## src/rtl/reg_bank_mp_if.sv

```systemverilog
`default_nettype none
// ============================================================================
// Module   : reg_bank_mp_if
// Desc     : Write, read, debug and clear-control bus for reg_bank_mp.
// Revision : 1.0 - initial release
// ============================================================================
interface reg_bank_mp_if #(
  parameter int WIDTH = 32,
  parameter int DEPTH = 32,
  parameter int NREAD = 2
);
  localparam int AW = $clog2(DEPTH);

  logic                   we;
  logic [AW-1:0]          waddr;
  logic [WIDTH-1:0]       wdata;
  logic [NREAD*AW-1:0]    raddr;
  logic [NREAD*WIDTH-1:0] rdata;
  logic                   clr_req;
  logic                   busy;
  logic [AW-1:0]          dbg_addr;
  logic [WIDTH-1:0]       salida;

  modport master (
    output we, waddr, wdata, raddr, clr_req, dbg_addr,
    input  rdata, busy, salida
  );

  modport slave (
    input  we, waddr, wdata, raddr, clr_req, dbg_addr,
    output rdata, busy, salida
  );
endinterface : reg_bank_mp_if
`default_nettype wire

```

## src/rtl/reg_bank_mp.sv

```systemverilog
`default_nettype none
// ============================================================================
// Module   : reg_bank_mp
// Desc     : Multi-read-port register bank with debug read and sequenced clear.
// Options  : REG_BANK_BYPASS_EN - read ports return wdata on same-cycle
//            same-address write (write-first); default is read-first.
// Revision : 1.0 - initial release
// ============================================================================
module reg_bank_mp #(
  parameter int WIDTH = 32,
  parameter int DEPTH = 32,
  parameter int NREAD = 2,
  parameter int ZERO0 = 1
) (
  input  logic           clk,
  input  logic           rst_n,
  reg_bank_mp_if.slave   bus
);

  localparam int            AW      = $clog2(DEPTH);
  localparam logic [AW-1:0] c_LAST  = AW'(DEPTH - 1);
  localparam bit            c_ZERO0 = (ZERO0 != 0);

  typedef enum logic [0:0] {
    S_IDLE  = 1'b0,
    S_CLEAR = 1'b1
  } state_t;

  logic [WIDTH-1:0] m [DEPTH];

  state_t        r_state, w_state_nxt;
  logic [AW-1:0] r_ptr, w_ptr_nxt;
  logic          w_clr_en;
  logic          w_wr_en;
  logic [WIDTH-1:0] r_salida;

  // An address is live when it maps to a real entry that is not the hardwired zero.
  function automatic logic f_live(input logic [AW-1:0] a);
    return (32'(a) < 32'(DEPTH)) && !(c_ZERO0 && (a == '0));
  endfunction

  assign w_wr_en  = bus.we && (r_state == S_IDLE) && !bus.clr_req && f_live(bus.waddr);
  assign bus.busy = (r_state == S_CLEAR);

  // Clear engine
  always_ff @(posedge clk or negedge rst_n) begin
    if (!rst_n) begin
      r_state <= S_IDLE;
      r_ptr   <= '0;
    end else begin
      r_state <= w_state_nxt;
      r_ptr   <= w_ptr_nxt;
    end
  end

  always_comb begin
    w_state_nxt = r_state;
    w_ptr_nxt   = r_ptr;
    w_clr_en    = 1'b0;
    case (r_state)
      S_IDLE: begin
        if (bus.clr_req) begin
          w_state_nxt = S_CLEAR;
          w_ptr_nxt   = '0;
        end
      end
      S_CLEAR: begin
        w_clr_en = 1'b1;
        if (r_ptr == c_LAST) begin
          w_state_nxt = S_IDLE;
          w_ptr_nxt   = '0;
        end else begin
          w_ptr_nxt = r_ptr + 1'b1;
        end
      end
      default: begin
        w_state_nxt = S_IDLE;
        w_ptr_nxt   = '0;
      end
    endcase
  end

  // Storage array; clear and write never coincide since writes require IDLE.
  always_ff @(posedge clk or negedge rst_n) begin
    if (!rst_n) begin
      for (int i = 0; i < DEPTH; i++) begin
        m[i] <= '0;
      end
    end else if (w_clr_en) begin
      m[r_ptr] <= '0;
    end else if (w_wr_en) begin
      m[bus.waddr] <= bus.wdata;
    end
  end

  generate
    for (genvar k = 0; k < NREAD; k++) begin : g_rd
      logic [AW-1:0]    w_ra;
      logic [WIDTH-1:0] w_rd_nxt;
      logic [WIDTH-1:0] r_rd;

      assign w_ra = bus.raddr[k*AW +: AW];

`ifdef REG_BANK_BYPASS_EN
      assign w_rd_nxt = !f_live(w_ra)                       ? '0        :
                        (w_wr_en && (bus.waddr == w_ra))    ? bus.wdata :
                                                              m[w_ra];
`else
      assign w_rd_nxt = f_live(w_ra) ? m[w_ra] : '0;
`endif

      always_ff @(posedge clk or negedge rst_n) begin
        if (!rst_n) begin
          r_rd <= '0;
        end else begin
          r_rd <= w_rd_nxt;
        end
      end

      assign bus.rdata[k*WIDTH +: WIDTH] = r_rd;
    end
  endgenerate

  // Debug read port, always read-first
  always_ff @(posedge clk or negedge rst_n) begin
    if (!rst_n) begin
      r_salida <= '0;
    end else begin
      r_salida <= f_live(bus.dbg_addr) ? m[bus.dbg_addr] : '0;
    end
  end

  assign bus.salida = r_salida;

endmodule : reg_bank_mp
`default_nettype wire

```

## src/flat_wrapper.sv

```systemverilog
// flat-port wrapper written by rule: the top's interface ports become plain ports
module reg_bank_mp_flat 
#(
  parameter int WIDTH = 32,
  parameter int DEPTH = 32,
  parameter int NREAD = 2,
  parameter int ZERO0 = 1
)
  (clk, rst_n, bus_we, bus_waddr, bus_wdata, bus_raddr, bus_clr_req, bus_dbg_addr, bus_rdata, bus_busy, bus_salida);
  reg_bank_mp_if #(.WIDTH(WIDTH), .DEPTH(DEPTH), .NREAD(NREAD)) bus_i ();
  input  logic clk;
  input  logic rst_n;
  input wire logic [$bits(bus_i.we)-1:0] bus_we;
  input wire logic [$bits(bus_i.waddr)-1:0] bus_waddr;
  input wire logic [$bits(bus_i.wdata)-1:0] bus_wdata;
  input wire logic [$bits(bus_i.raddr)-1:0] bus_raddr;
  input wire logic [$bits(bus_i.clr_req)-1:0] bus_clr_req;
  input wire logic [$bits(bus_i.dbg_addr)-1:0] bus_dbg_addr;
  output wire logic [$bits(bus_i.rdata)-1:0] bus_rdata;
  output wire logic [$bits(bus_i.busy)-1:0] bus_busy;
  output wire logic [$bits(bus_i.salida)-1:0] bus_salida;
  assign bus_i.we = bus_we;
  assign bus_i.waddr = bus_waddr;
  assign bus_i.wdata = bus_wdata;
  assign bus_i.raddr = bus_raddr;
  assign bus_i.clr_req = bus_clr_req;
  assign bus_i.dbg_addr = bus_dbg_addr;
  assign bus_rdata = bus_i.rdata;
  assign bus_busy = bus_i.busy;
  assign bus_salida = bus_i.salida;
  reg_bank_mp #(.WIDTH(WIDTH), .DEPTH(DEPTH), .NREAD(NREAD), .ZERO0(ZERO0)) u_core (.clk(clk), .rst_n(rst_n), .bus(bus_i));
endmodule
```

## config.mk

```make
export PLATFORM = sky130hd
export DESIGN_NAME = reg_bank_mp_flat
export DESIGN_NICKNAME = d
export VERILOG_FILES = /design/src/rtl/reg_bank_mp_if.sv /design/src/rtl/reg_bank_mp.sv /design/src/flat_wrapper.sv
export SDC_FILE = /design/constraint.sdc
export NUM_CORES = 2
export LEC_CHECK = 0
export CELL_PAD_IN_SITES_DETAIL_PLACEMENT = 1
export CELL_PAD_IN_SITES_GLOBAL_PLACEMENT = 2
export CORE_ASPECT_RATIO = 1.25
export CORE_UTILIZATION = 36
export CTS_CLUSTER_SIZE = 40
export DETAILED_ROUTE_END_ITERATION = 10
export PLACE_DENSITY_LB_ADDON = 0.1
export SLEW_MARGIN = 20
export SYNTH_ARGS = -nofsm -noshare
export SYNTH_HDL_FRONTEND = slang
export SYNTH_SLANG_ARGS = --single-unit
```

## constraint.sdc

```tcl
create_clock -name clk -period 2.8 [get_ports clk]
set_clock_uncertainty 0.2 [all_clocks]
set_input_delay 0.56 -clock clk [delete_from_list [all_inputs] [get_ports clk]]
set_output_delay 0.56 -clock clk [all_outputs]
set_load 0.05 [all_outputs]
```

==> impl_metrics.json <==
{
  "post_synth.cell_area_avg_um2": 13.9,
  "ys_types": 41,
  "drtIter0Drc": 6559,
  "outcome": "completed",
  "met1_usage_pct": 49.9,
  "grt_overflow": 0,
  "seqPwrFrac_pct": 38.5,
  "place_congestion": 0.914,
  "syn_nets": 4617,
  "hold_class": "primary input to asynchronous set/reset pin",
  "relSlewSlack_pct": 31.2,
  "numCtsBuffers": 133,
  "vias": 53500,
  "nets": 5184,
  "rrSetupSlack_ns": 0.14,
  "setup.worst_path.start": "u_core.g_rd[0].r_rd[28]",
  "htreeDepth": 4,
  "endpoint_kind": "primary output",
  "hold_violations": 0,
  "start_util_pct": 36.4,
  "swShare_pct": 32.1,
  "async_reset_ff_share_pct": 100,
  "p_int_w": 0.0315,
  "setup_ws_ns": 0.0567,
  "max_stage_delay_ns": 0.81,
  "netlist.area_leader.share_pct": 44.4,
  "max_cap_viol_count": 0,
  "area_growth_pct": 27.1,
  "cp.arrival_ns": 1.98,
  "synth_edf_count": 0,
  "crit_cells": 1,
  "critPathSlowestCell": "clkdlybuf4s50_1",
  "ant_nets": 0,
  "finalMaxSlewViolations": 0,
  "routedWlPerCell_um": 42.4,
  "worst_slew_pin_slew_ns": 1.03,
  "timing.critical_path.buf_inv": 1,
  "reg2regPathDepth": 4,
  "yosys_warnings": 0,
  "finalCritPeriodShare_pct": 98.0,
  "finalPower_w": 0.0464,
  "die_x_um": 378,
  "yosysSeqAreaShare_pct": 44.4,
  "p_leak_nw": 34.9,
  "synthFlopType": "dfrtp_1",
  "io_pins": 153,
  "cts_tree": "built",
  "multi_input_area_um2": 33500,
  "drive_gt1_share_pct": 37.7,
  "path_cells": "clkdlybuf4s50_1",
  "synth_seq_cells": 1126,
  "placementRows": 171,
  "antenna_found_initial": 24,
  "p_per_area_nw_per_um2": 575,
  "busiest_layer": "met2",
  "fmax_mhz": 365,
  "reg2reg_from": "u_core.r_ptr[4]",
  "reg2reg_to": "u_core.m[694]",
  "clkLatencyLatePin_ns": 0.82,
  "cts_setup_buffers": 0,
  "synth_top_area_cell": "dfrtp_1",
  "die_area_um2": 178000,
  "cts.path.max_buffers": 3,
  "die_h_um": 471,
  "fin_crit_ns": 2.74,
  "peakVddDrop_mv": 0.482,
  "grt_usage_pct": 36.2,
  "use_met3_pct": 9.24,
  "final-setup-viol-count": 0,
  "cp_max_fo": 1,
  "seq_area_um2": 28200,
  "grt_pass1_wl_mm": 450,
  "worstSetupStartpointType": "register",
  "grt_max_degree": 94,
  "grt_pass1_vias": 55000,
  "grt_util_met2_pct": 53.0,
  "syn_inst": 4556,
  "crit_family": "buffers and inverters",
  "hpwl_mm": 219,
  "path_class": "register to primary output",
  "grt_setup_unrepaired": "no",
  "netlist_top_cells_area": "dfrtp_1, mux4_2, a22o_1",
  "required_ns": 2.04,
  "viasPerCell": 7.07,
  "clock_sinks": 1126,
  "dp_worst_setup_slack_ns": -0.395,
  "p_switching_w": 0.0149,
  "pwr-share-comb_pct": 22.0,
  "finalWirelength_mm": 321,
  "syn-cell-area_um2": 63500,
  "clkTransAtPathRegs_ns": 0.06,
  "coreArea_um2": 174000,
  "firstDrtPassIters": 5,
  "drc": 0,
  "fillerInstances": 17100,
  "port_buffers": 152,
  "cts-root-buf": "clkbuf_16",
  "clkPwrFrac_pct": 39.5
}
cell usage in the layout (no fill, tap or decap), types with 19 or more instances in the layout:
master and count:
mux4_2 672, clkdlybuf4s50_1 116, clkbuf_1 28, dfrtp_1 1126, buf_4 605, a22oi_1 96
nand2_1 55, nor2b_1 97, dlygate4sd2_1 19, clkbuf_8 22, a211oi_1 96, a22o_1 993
nor3_4 22, o21ai_0 167, and2_1 36, clkinv_2 22, a221oi_1 70, mux2_2 96
o2111ai_1 26, a21oi_4 20, clkbuf_16 140, buf_12 275, a311oi_1 93, mux2i_1 192
metal layers:
metal | vias to the layer above | part of all wire, %
li1 | 20100 | -
met1 | 29300 | 41
met2 | 3329 | 44
met3 | 758 | 9.6
met4 | 8 | 5.2
met5 | - | 0.019
worst max-delay path by stage:
stage | slack [ns] | to
6_report | 0.06 | bus_rdata[28]
3_5_place_dp | -0.39 | u_core.g_rd[0].r_rd[4]
4_1_cts | 0.0004 | bus_rdata[17]
3_3_place_gp | -0.39 | u_core.g_rd[0].r_rd[4]
5_1_grt | 0.008 | bus_rdata[58]
2_1_floorplan | 0.25 | u_core.m[225]
logic make-up (layout without fill, tap and decap cells):
family | after synthesis | in the layout | synth area share (%)
xor gates and xnor gates | 2 | 2 | 0.0276
muxes | 960 | 960 | 28.6
buffers and inverters | 609 | 1276 | 3.90
and+or+nand+nor | 275 | 275 | 2.75
other | 0 | 7 | 0
AOI/OAI and AO/OA | 1579 | 1579 | 20.3
DFF | 1126 | 1126 | 44.4
adders and majority gates | 5 | 5 | 0.0986
flip-flops by register name, indices dropped and copies added, names as in the netlist:
register	count
u_core.g_rd.r_rd	64
u_core.bus.salida	32
u_core.r_ptr	5
u_core.m	1024
u_core.bus.busy	1
cell usage after synthesis (56+ instances only):
library cell	n
mux4_2	672
buf_2	146
a22o_1	993
a221oi_1	70
dfrtp_1	1126
a211oi_1	96
nor2b_1	103
mux2_2	96
o21ai_0	167
nand2_1	56
a311oi_1	96
mux2i_1	192
clkbuf_1	430
a22oi_1	96
timing repair:
item | in CTS | in global routing
gates resized for setup | 19 | 0
hold endpoints to repair | 360 | 0
setup endpoints to repair | 19 | 0
hold buffers | 2 | 0
through the flow:
stage / TNS [ns] / utilization, % / instance area (µm²) / instances / hold WS, ns
floorplan: 0 / - / 63500 / 4556 / 0.0644
global placement: -103.38 / 43.7 / 76200 / 7321 / 0.284
detailed placement: -121.73 / 43.7 / 76200 / 7321 / 0.282
CTS: 0 / 46.3 / 80700 / 7558 / 0.0172
global route: 0 / 46.3 / 80700 / 7559 / 0.0424
finish: 0 / 46.3 / 80700 / 7565 / 0.0596
power groups by stage:
stage	logic, W	clock network (W)	registers (W)
floorplan	0.00390	0	0.0182
global placement	0.00997	0	0.0181
detailed placement	0.0101	0	0.0181
CTS	0.0101	0.0186	0.0178
global route	0.0104	0.0191	0.0179
finish	0.0102	0.0183	0.0179
final cells by class:
cell class / instances / share of cell area (%)
Antenna cell: 7 / 0.0217
Multi-Input combinational cell: 2821 / 41.5
Clock buffer: 190 / 4.85
Inverter: 8 / 0.0465
Sequential cell: 1126 / 34.9
Timing Repair Buffer: 1033 / 14.3
Clock inverter: 45 / 0.684
Tap cell: 2335 / 3.62
No activity file was read; power rests on OpenSTA's default activity.
